===== config.mk =====
export PLATFORM = sky130hd
export DESIGN_NAME = rob_multi_commit
export DESIGN_NICKNAME = d
export VERILOG_FILES = /design/src/rtl/cpu_types_pkg.sv /design/src/rtl/rob_commit_select.sv /design/src/rtl/rob_multi_commit.sv
export SDC_FILE = /design/constraint.sdc
export NUM_CORES = 1
export LEC_CHECK = 0
export CAP_MARGIN = 15
export CORE_ASPECT_RATIO = 0.9
export CORE_MARGIN = 2
export CORE_UTILIZATION = 46
export CTS_CLUSTER_DIAMETER = 150
export CTS_CLUSTER_SIZE = 16
export DETAILED_ROUTE_END_ITERATION = 7
export SYNTH_ARGS = -nofsm -noshare
export SYNTH_HDL_FRONTEND = slang
export SYNTH_HIERARCHICAL = 1
export SYNTH_SLANG_ARGS = --single-unit

===== constraint.sdc =====
create_clock -name clk -period 5.2 [get_ports clk]
set_clock_uncertainty 0.15 [all_clocks]
set_input_delay 1.56 -clock clk [delete_from_list [all_inputs] [get_ports clk]]
set_output_delay 1.56 -clock clk [all_outputs]
set_load 0.1 [all_outputs]

===== src/rtl/cpu_types_pkg.sv =====
// Shared CPU types: ROB entry/commit records and default ROB sizing.
package cpu_types_pkg;

    localparam int ROB_DEPTH_DEF    = 16;
    localparam int COMMIT_WIDTH_DEF = 2;
    localparam int PREG_W_DEF       = 6;
    localparam int LREG_W_DEF       = 5;

    typedef struct packed {
        logic                  valid;
        logic                  done;
        logic                  has_dest;
        logic [LREG_W_DEF-1:0] lreg;
        logic [PREG_W_DEF-1:0] new_preg;
        logic [PREG_W_DEF-1:0] old_preg;
    } rob_entry_t;

    typedef struct packed {
        logic                  valid;
        logic                  has_dest;
        logic [LREG_W_DEF-1:0] lreg;
        logic [PREG_W_DEF-1:0] new_preg;
        logic [PREG_W_DEF-1:0] free_preg;
    } rob_commit_t;

endpackage


===== src/rtl/rob_commit_select.sv =====
// Combinational in-order retire scan: finds the run of valid+done entries starting at head.
module rob_commit_select #(
    parameter int ROB_DEPTH    = 16,
    parameter int COMMIT_WIDTH = 2,
    parameter int IDX_W        = $clog2(ROB_DEPTH),
    parameter int CNT_W        = $clog2(COMMIT_WIDTH + 1)
) (
    input  logic [IDX_W-1:0]        head,
    input  logic [IDX_W:0]          count,
    input  logic [ROB_DEPTH-1:0]    valid_vec,
    input  logic [ROB_DEPTH-1:0]    done_vec,
    output logic [COMMIT_WIDTH-1:0] retire_mask,
    output logic [CNT_W-1:0]        retire_cnt
);

    logic             run;
    logic [IDX_W-1:0] idx;

    // Once an entry fails, every younger slot is blocked so the mask stays contiguous.
    always_comb begin
        run         = 1'b1;
        idx         = '0;
        retire_mask = '0;
        retire_cnt  = '0;
        for (int k = 0; k < COMMIT_WIDTH; k++) begin
            idx = head + IDX_W'(k);
            run = run && valid_vec[idx] && done_vec[idx] && ((IDX_W+1)'(k) < count);
            retire_mask[k] = run;
            if (run) retire_cnt = retire_cnt + CNT_W'(1);
        end
    end

endmodule


===== src/rtl/rob_multi_commit.sv =====
// Reorder buffer with multi-bus writeback and up to COMMIT_WIDTH in-order retirements per cycle.
// Optional retired-instruction counter output under ROB_PERF_CNT_EN.
module rob_multi_commit
    import cpu_types_pkg::*;
#(
    parameter int ROB_DEPTH    = ROB_DEPTH_DEF,
    parameter int COMMIT_WIDTH = COMMIT_WIDTH_DEF,
    parameter int CDB_PORTS    = 2,
    parameter int PREG_W       = PREG_W_DEF,
    parameter int LREG_W       = LREG_W_DEF,
    parameter int IDX_W        = $clog2(ROB_DEPTH)
) (
    input  logic                             clk,
    input  logic                             rst,
    input  logic                             alloc_valid_i,
    output logic                             alloc_ready_o,
    input  logic                             alloc_has_dest_i,
    input  logic [LREG_W-1:0]                alloc_lreg_i,
    input  logic [PREG_W-1:0]                alloc_new_preg_i,
    input  logic [PREG_W-1:0]                alloc_old_preg_i,
    output logic [IDX_W-1:0]                 alloc_tag_o,
    input  logic [CDB_PORTS-1:0]             wb_valid_i,
    input  logic [CDB_PORTS*IDX_W-1:0]       wb_rob_idx_i,
    input  logic                             flush_i,
    output logic [COMMIT_WIDTH-1:0]          commit_valid_o,
    output logic [COMMIT_WIDTH-1:0]          commit_has_dest_o,
    output logic [COMMIT_WIDTH*LREG_W-1:0]   commit_lreg_o,
    output logic [COMMIT_WIDTH*PREG_W-1:0]   commit_new_preg_o,
    output logic [COMMIT_WIDTH*PREG_W-1:0]   commit_free_preg_o,
    output logic [IDX_W:0]                   count_o,
    output logic                             empty_o
`ifdef ROB_PERF_CNT_EN
    ,
    output logic [31:0]                      commit_count_o
`endif
);

    localparam int CNT_W = $clog2(COMMIT_WIDTH + 1);

    logic [IDX_W:0]          head_q, tail_q, count;
    logic [ROB_DEPTH-1:0]    valid_q, done_q, valid_nxt, done_nxt;
    logic                    has_dest_q [ROB_DEPTH];
    logic [LREG_W-1:0]       lreg_q     [ROB_DEPTH];
    logic [PREG_W-1:0]       new_preg_q [ROB_DEPTH];
    logic [PREG_W-1:0]       old_preg_q [ROB_DEPTH];
    logic [IDX_W-1:0]        slot_idx   [COMMIT_WIDTH];
    logic [IDX_W-1:0]        wb_idx     [CDB_PORTS];
    logic [COMMIT_WIDTH-1:0] retire_mask;
    logic [CNT_W-1:0]        retire_cnt;
    logic                    alloc_fire;

    assign count         = tail_q - head_q;
    assign count_o       = count;
    assign empty_o       = (count == '0);
    assign alloc_ready_o = (count < (IDX_W+1)'(ROB_DEPTH));
    assign alloc_tag_o   = tail_q[IDX_W-1:0];
    assign alloc_fire    = alloc_valid_i && alloc_ready_o;

    for (genvar k = 0; k < COMMIT_WIDTH; k++) begin : g_slot
        assign slot_idx[k] = head_q[IDX_W-1:0] + IDX_W'(k);
    end

    for (genvar p = 0; p < CDB_PORTS; p++) begin : g_wb
        assign wb_idx[p] = wb_rob_idx_i[p*IDX_W +: IDX_W];
    end

    rob_commit_select #(
        .ROB_DEPTH    (ROB_DEPTH),
        .COMMIT_WIDTH (COMMIT_WIDTH),
        .IDX_W        (IDX_W),
        .CNT_W        (CNT_W)
    ) u_select (
        .head        (head_q[IDX_W-1:0]),
        .count       (count),
        .valid_vec   (valid_q),
        .done_vec    (done_q),
        .retire_mask (retire_mask),
        .retire_cnt  (retire_cnt)
    );

    // Writeback is applied before retirement clears so a late duplicate strobe cannot revive a freed slot.
    always_comb begin
        valid_nxt = valid_q;
        done_nxt  = done_q;
        for (int p = 0; p < CDB_PORTS; p++) begin
            if (wb_valid_i[p] && valid_q[wb_idx[p]]) done_nxt[wb_idx[p]] = 1'b1;
        end
        for (int k = 0; k < COMMIT_WIDTH; k++) begin
            if (retire_mask[k]) begin
                valid_nxt[slot_idx[k]] = 1'b0;
                done_nxt[slot_idx[k]]  = 1'b0;
            end
        end
        if (alloc_fire) begin
            valid_nxt[alloc_tag_o] = 1'b1;
            done_nxt[alloc_tag_o]  = 1'b0;
        end
    end

    always_ff @(posedge clk or posedge rst) begin
        if (rst) begin
            head_q             <= '0;
            tail_q             <= '0;
            valid_q            <= '0;
            done_q             <= '0;
            commit_valid_o     <= '0;
            commit_has_dest_o  <= '0;
            commit_lreg_o      <= '0;
            commit_new_preg_o  <= '0;
            commit_free_preg_o <= '0;
        end else if (flush_i) begin
            head_q             <= '0;
            tail_q             <= '0;
            valid_q            <= '0;
            done_q             <= '0;
            commit_valid_o     <= '0;
            commit_has_dest_o  <= '0;
            commit_lreg_o      <= '0;
            commit_new_preg_o  <= '0;
            commit_free_preg_o <= '0;
        end else begin
            head_q  <= head_q + (IDX_W+1)'(retire_cnt);
            if (alloc_fire) tail_q <= tail_q + 1'b1;
            valid_q <= valid_nxt;
            done_q  <= done_nxt;
            commit_valid_o <= retire_mask;
            for (int k = 0; k < COMMIT_WIDTH; k++) begin
                commit_has_dest_o[k]                   <= retire_mask[k] & has_dest_q[slot_idx[k]];
                commit_lreg_o[k*LREG_W +: LREG_W]      <= retire_mask[k] ? lreg_q[slot_idx[k]]     : '0;
                commit_new_preg_o[k*PREG_W +: PREG_W]  <= retire_mask[k] ? new_preg_q[slot_idx[k]] : '0;
                commit_free_preg_o[k*PREG_W +: PREG_W] <= retire_mask[k] ? old_preg_q[slot_idx[k]] : '0;
            end
        end
    end

    always_ff @(posedge clk) begin
        if (alloc_fire) begin
            has_dest_q[alloc_tag_o] <= alloc_has_dest_i;
            lreg_q[alloc_tag_o]     <= alloc_lreg_i;
            new_preg_q[alloc_tag_o] <= alloc_new_preg_i;
            old_preg_q[alloc_tag_o] <= alloc_old_preg_i;
        end
    end

`ifdef ROB_PERF_CNT_EN
    logic [31:0] commit_pop;

    always_comb begin
        commit_pop = '0;
        for (int k = 0; k < COMMIT_WIDTH; k++) commit_pop = commit_pop + 32'(commit_valid_o[k]);
    end

    // Survives flush: slots shown during a flush cycle have genuinely retired.
    always_ff @(posedge clk or posedge rst) begin
        if (rst) commit_count_o <= '0;
        else     commit_count_o <= commit_count_o + commit_pop;
    end
`endif

    always @(posedge clk) begin
        if (!rst && !flush_i) begin
            for (int p = 0; p < CDB_PORTS; p++) begin
                assert (!wb_valid_i[p] || valid_q[wb_idx[p]]);
            end
        end
    end

endmodule


; ---- After elaboration in Yosys (flattened, before gate mapping)
; Memory sizes are Yosys's and may differ from the RTL's.
; Index checks and enable logic that the tools add are counted.
[classes]
n_mux = 50
n_reduce_logical = 15
n_lt_le_gt_ge = 13
add_sub_neg = 5
bitwise_logic = 13
[op_table]
columns = operator, n
row1 = 16-bit two-way mux, 10
row2 = 16-bit AND, 5
row3 = 16-bit inverter, 3
row4 = 16-bit OR, 3
row5 = "4-bit by 5-bit < comparator with 1-bit output, second input constant", 5
row6 = 5-bit two-way mux, 5
row7 = 1-bit binary-select mux with 4-bit select, 6
row8 = 12-bit two-way mux, 2
row9 = 6-bit two-way mux, 4
row10 = 1-bit demux with 4-bit select, 5
row11 = "4-bit by 1-bit >= comparator with 1-bit output, second input constant", 5
row12 = 1-bit two-way mux, 14
row13 = 1-bit logical AND, 13
row14 = "1-bit by 5-bit < comparator with 1-bit output, first input constant", 2
row15 = 10-bit two-way mux, 1
row16 = 2-bit two-way mux, 3
row17 = "5-bit by 1-bit adder with 5-bit output, second input constant", 1
row18 = 5-bit by 2-bit adder with 5-bit output, 1
row19 = 5-bit zero test, 1
row20 = "5-bit < comparator, second input constant", 1
row21 = 5-bit subtractor, 1
row22 = "4-bit by 1-bit adder with 4-bit output, second input constant", 1
row23 = "2-bit by 1-bit adder with 2-bit output, second input constant", 1
row24 = 1-bit AND, 2
row25 = 2-bit nonzero test, 1
[word_totals]
mem_count = 4
word_cells = 109
out_inout_bits = 49
inputBits = 32
mem_bits_rw = 288
reg_bits = 80
[mem_list]
columns = name, words, word_bits, rd, rd_clocked_by_memory_dff, wr, line_no
row1 = new_preg_q, 16, 6, 2, 0, 1, rob_multi_commit.sv:44  ; logic [PREG_W-1:0] new_preg_q [ROB_DEPTH];
row2 = old_preg_q, 16, 6, 2, 0, 1, rob_multi_commit.sv:45  ; logic [PREG_W-1:0] old_preg_q [ROB_DEPTH];
row3 = lreg_q, 16, 5, 2, 0, 1, rob_multi_commit.sv:43  ; logic [LREG_W-1:0] lreg_q [ROB_DEPTH];
row4 = has_dest_q, 16, 1, 2, 0, 1, rob_multi_commit.sv:42  ; logic has_dest_q [ROB_DEPTH];

; ---- Depth between registers and ports, before layout
[logic_depth]
depth_word = 15
mapped_depth = 19
depth_no_buf = 15

; ---- Modules after synthesis
; The synthesis kept the hierarchy.
[by_module_without_submodules]
columns = module, cells_per_inst, n_inst, area_each_um2, seq_area_each_um2
row1 = rob_multi_commit, 985, 1, 17174.0, 10650.2
row2 = rob_commit_select, 62, 1, 434.2, 0.0

; ---- Worst setup path after synthesis
; OpenSTA, ideal clock, no wires.
[synth_timing]
path_type = register -> output
start = register head_q[1]
end = output port empty_o
arrival_time_ns = 4.008
path_buffers = 2
required_time_ns = 3.490
stages_incl_launch_ff = 9
path_slack_ns = -0.518
cell_sequence = dfrtp_1 buf_2 buf_1 inv_1 ha_1 a21o_1 a21oi_1 xnor2_1 nor4_4
[synth_between]
elab_chain_len = 2
[synth_lines]
columns = item, line_no
row1 = "start, declared", rob_multi_commit.sv:40  ; logic [IDX_W:0] head_q, tail_q, count;
row2 = "start signal, assigned", rob_multi_commit.sv:122  ; head_q <= head_q + (IDX_W+1)'(retire_cnt);
row3 = 5-bit subtractor, rob_multi_commit.sv:52  ; assign count = tail_q - head_q;
row4 = named net count_o[3], rob_multi_commit.sv:30  ; output logic [IDX_W:0] count_o,
row5 = 5-bit zero test, rob_multi_commit.sv:54  ; assign empty_o = (count == '0);
row6 = "end, declared", rob_multi_commit.sv:31  ; output logic empty_o
; The timed path passes the listed nets, and every way through them passes these cells.

; ---- Final worst setup path
[layout_timing]
start = register head_q[0]
end = output port empty_o
[layout_between]
elab_chain_len = 2
[layout_lines]
columns = item, line_no
row1 = 5-bit subtractor, rob_multi_commit.sv:52
row2 = 5-bit zero test, rob_multi_commit.sv:54
; Every way passes these cells.

==> metrics.txt <==
# TYPE chip_impl_metric gauge
chip_impl_info{name="status",value="finished, final reports clean"} 1
chip_impl_metric{name="placement_rows",unit=""} 67
chip_impl_info{name="yosysTopAreaCell",value="edfxtp_1"} 1
chip_impl_metric{name="power.static_leakage",unit="nW"} 6.630
chip_impl_metric{name="cts_buffer_depth",unit=""} 3
chip_impl_metric{name="fin_crit_sh",unit="%"} 92.40
chip_impl_metric{name="numCtsBuffers",unit=""} 26
chip_impl_metric{name="hpwlAfterDp",unit="mm"} 27.13
chip_impl_metric{name="n_antenna_cell",unit=""} 0
chip_impl_metric{name="number_of_top_level_pins",unit=""} 81
chip_impl_metric{name="ant_nets",unit=""} 0
chip_impl_info{name="critPathLaunchType",value="flop"} 1
chip_impl_metric{name="async_reset_ff_share",unit="%"} 21.74
chip_impl_metric{name="final_hold_viol_count",unit=""} 0
chip_impl_info{name="synth_top_cells_by_area",value="edfxtp_1 49%, mux4_2 19%, dfrtp_1 11%, mux2i_1 4.3%, o22ai_1 1.5%"} 1
chip_impl_metric{name="grt_pass1_vias",unit=""} 10313
chip_impl_info{name="ctsRootBufferMaster",value="clkbuf_16"} 1
chip_impl_metric{name="grt_max_degree",unit=""} 67
chip_impl_metric{name="seq_area",unit="µm²"} 10660
chip_impl_metric{name="dr.first_iter.drc_count",unit=""} 1054
chip_impl_info{name="end_kind",value="primary output"} 1
chip_impl_info{name="busiest_layer",value="met2"} 1
chip_impl_metric{name="fill_count",unit=""} 3030
chip_impl_metric{name="syn2layout_area_growth",unit="%"} 12.86
chip_impl_metric{name="num-nets-final",unit=""} 1170
chip_impl_metric{name="finalCriticalPeriod",unit="ns"} 4.805
chip_impl_metric{name="ir_drop",unit="mV"} 0.2778
chip_impl_metric{name="grtUsageMet2",unit="%"} 35.46
chip_impl_metric{name="die-area",unit="µm²"} 39860
chip_impl_metric{name="tightestPinTransition",unit="ns"} 1.020
chip_impl_info{name="synth-main-ff-cell",value="edfxtp_1"} 1
chip_impl_info{name="path_cells",value="ha_1 > fa_1 > nor2b_1 > o21a_1 > nor3_2 > or2_4 > nor4_4 > buf_12"} 1
chip_impl_metric{name="synth_nets",unit=""} 1097
chip_impl_metric{name="cts_repair_resize_count",unit=""} 0
chip_impl_metric{name="clock-sinks",unit=""} 368
chip_impl_metric{name="powerDensity",unit="nW/µm²"} 273.0
chip_impl_metric{name="post-place-ws",unit="ns"} 0.7872
chip_impl_metric{name="clk_pin_slew_worst_paths",unit="ns"} 0.08
chip_impl_metric{name="number_of_distinct_library_cell_variants_in_the_gate_level_netlist_after_synthesis",unit=""} 66
chip_impl_metric{name="grt_antenna_before_repair",unit=""} 1
chip_impl_metric{name="grt.total_usage",unit="%"} 22.91
chip_impl_metric{name="dpl.cell_count",unit=""} 1575
chip_impl_metric{name="synth-edff-count",unit=""} 288
chip_impl_metric{name="htree_levels",unit=""} 1
chip_impl_metric{name="max_cap_violations",unit=""} 0
chip_impl_metric{name="synth_area",unit="µm²"} 17610
chip_impl_metric{name="place.gp.congestion",unit=""} 0.8745
chip_impl_metric{name="yosysSeqAreaShare",unit="%"} 60.48
chip_impl_info{name="timing.setup.critical_path_class",value="flop to primary output"} 1
chip_impl_metric{name="detail_route.drc_violations",unit=""} 0
chip_impl_metric{name="timing.critical_path.slowest_cell_delay",unit="ns"} 0.58
chip_impl_metric{name="finalSetupViolations",unit=""} 0
chip_impl_metric{name="worst_ep_required_time",unit="ns"} 3.49
chip_impl_metric{name="core-area",unit="µm²"} 37470
chip_impl_info{name="min-delay-path-class",value="flop to flop"} 1
chip_impl_metric{name="ctsHoldBuffers",unit=""} 0
chip_impl_info{name="timing.critical_path.slowest_stage_cell",value="dfrtp_4"} 1
chip_impl_metric{name="routed_via_density",unit=""} 6.381
chip_impl_metric{name="finalWirelength",unit="mm"} 44.78
chip_impl_metric{name="slew_headroom",unit="%"} 32.02
chip_impl_metric{name="floorplan.initialDensity",unit="%"} 46.99
chip_impl_metric{name="layout_cell_share_with_drive_strength_beyond_1",unit="%"} 23.60
chip_impl_metric{name="finalMaxSlewViolations",unit=""} 0
chip_impl_metric{name="fin_ws",unit="ns"} 0.3954
chip_impl_metric{name="via_count",unit=""} 10357
chip_impl_metric{name="die-width",unit="µm"} 210.2
chip_impl_metric{name="totalNegativeSetupSlack",unit="ns"} 0
chip_impl_metric{name="gr-total-overflow",unit=""} 0
chip_impl_metric{name="r2r_slack",unit="ns"} 0.75
chip_impl_metric{name="critical_path_fanout_max",unit=""} 15
chip_impl_metric{name="synth_top_area_share",unit="%"} 49.12
chip_impl_metric{name="layoutNonFillerInstCount",unit=""} 1623
chip_impl_metric{name="grt.met3_usage",unit="%"} 2.889
chip_impl_metric{name="grt_pass1_wl",unit="mm"} 66.87
chip_impl_metric{name="dr.pass1.iters",unit=""} 7
chip_impl_info{name="cts_tree",value="done"} 1
chip_impl_metric{name="wl_per_cell",unit="µm"} 27.59
chip_impl_metric{name="total_area_of_multi_input_combinational_cells",unit="µm²"} 6616
chip_impl_metric{name="finish.utilization",unit="%"} 53.03
chip_impl_metric{name="portBuffers",unit=""} 80
chip_impl_metric{name="synth.yosys.warnings",unit=""} 6
chip_impl_metric{name="die_y",unit="µm"} 189.6
chip_impl_metric{name="globalRouteMet1Util",unit="%"} 34.95
chip_impl_metric{name="synthesis.area_per_instance",unit="µm²"} 16.82
chip_impl_info{name="rsz0062_at_grt",value="false"} 1
chip_impl_metric{name="max_freq",unit="GHz"} 0.2081
chip_impl_metric{name="post-cts-setup-buffer-count",unit=""} 0
chip_impl_metric{name="synthCells",unit=""} 1047
chip_impl_metric{name="total_power",unit="W"} 0.005426
chip_impl_metric{name="clk_latency",unit="ns"} 0.57
chip_impl_metric{name="worst_ep_arrival_time",unit="ns"} 3.09
chip_impl_metric{name="postSynthRegisterBits",unit=""} 368
## final timing paths
check,start,to,cells after the start
max,head_q[0],empty_o,8
min,valid_q[4],valid_q[4],2
max reg2reg,head_q[0],head_q[4],15
min reg2reg,valid_q[4],valid_q[4],2
max in group asynchronous,rst,commit_new_preg_o[3],3
min in group asynchronous,rst,valid_q[15],2
## placed cells by master (no fill, tap or decap), drive strengths merged, types with 5 or more instances in the layout
cell type / Yosys / routed
a21o: 6 / 6
nor3: 17 / 17
o21ai: 14 / 14
nor2b: 14 / 14
inv: 19 / 20
o311a: 6 / 6
a311oi: 9 / 9
buf: 59 / 48
nor2: 19 / 19
and2: 5 / 5
mux2i: 75 / 75
clkdlybuf4s50: 0 / 73
nand4: 7 / 7
clkbuf: 17 / 47
or2: 6 / 6
o32ai: 7 / 7
nand2: 54 / 54
xnor2: 8 / 8
ha: 16 / 16
edfxtp: 288 / 288
a31oi: 11 / 11
nand3: 18 / 18
dfrtp: 80 / 80
o22ai: 43 / 43
mux4: 148 / 148
a21oi: 21 / 21
## metrics by stage
stage,hold WS [ns],instance area [µm²]
after global routing,0.4356,19870
after floorplan,0.3212,17630
after detailed placement,0.3619,19110
after global placement,0.3483,19110
final,0.3894,19870
after CTS,0.3811,19870
## cells in the mapped netlist, types with 13 or more instances
| cell type | count |
|---|---|
| nor2_1 | 19 |
| nand2_1 | 54 |
| o21ai_0 | 13 |
| nand3_1 | 18 |
| o22ai_1 | 43 |
| buf_2 | 42 |
| mux4_2 | 148 |
| ha_1 | 16 |
| mux2i_1 | 75 |
| nor2b_1 | 14 |
| a21oi_1 | 20 |
| nor3_1 | 16 |
| clkbuf_1 | 17 |
| dfrtp_1 | 80 |
| edfxtp_1 | 288 |
| inv_1 | 17 |
## final cells by class
cell class	count	share of cell area, %
Inverter	21	0.4092
Sequential cell	368	53.63
Timing Repair Buffer	121	5.805
Tap cell	483	3.041
Clock inverter	1	0.1511
Multi-Input combinational cell	582	33.29
Clock buffer	47	3.671
## worst max-delay path, delay by kind of cell, from the launching register on
kind	cells	cell delay, ns
compound gates	1	0.21
fa+ha+maj	2	0.65
buf+inv	1	0.21
flops	1	0.58
simple gates	4	0.87
## where the power goes
group / internal (W) / switching (W)
registers: 0.00320 / 0.0000145
logic: 0.0000875 / 0.000178
clock network: 0.000954 / 0.000988
## flip-flops by register name (all words and copies together) (netlist names)
register            cells
new_preg_q             96
done_q                 16
valid_q                16
head_q                  5
lreg_q                 80
commit_new_preg_o      12
commit_free_preg_o     12
has_dest_q             16
commit_valid_o          2
commit_lreg_o          10
tail_q                  5
commit_has_dest_o       2
old_preg_q             96
## routing by layer
metal	vias to the layer above	share of wire (%)
met5	-	0.027
met4	2	2.2
li1	4449	-
met1	5464	45
met2	378	46
met3	64	6.1
## cell families after synthesis
family | Yosys count | synth area share (%)
simple gates | 171 | 5.187
compound gates | 155 | 6.296
mux | 226 | 23.39
xor+xnor | 12 | 0.6822
flops | 368 | 60.48
fa+ha+maj | 18 | 1.364
buf+inv | 97 | 2.601
Power figures use the tool's default switching activity.
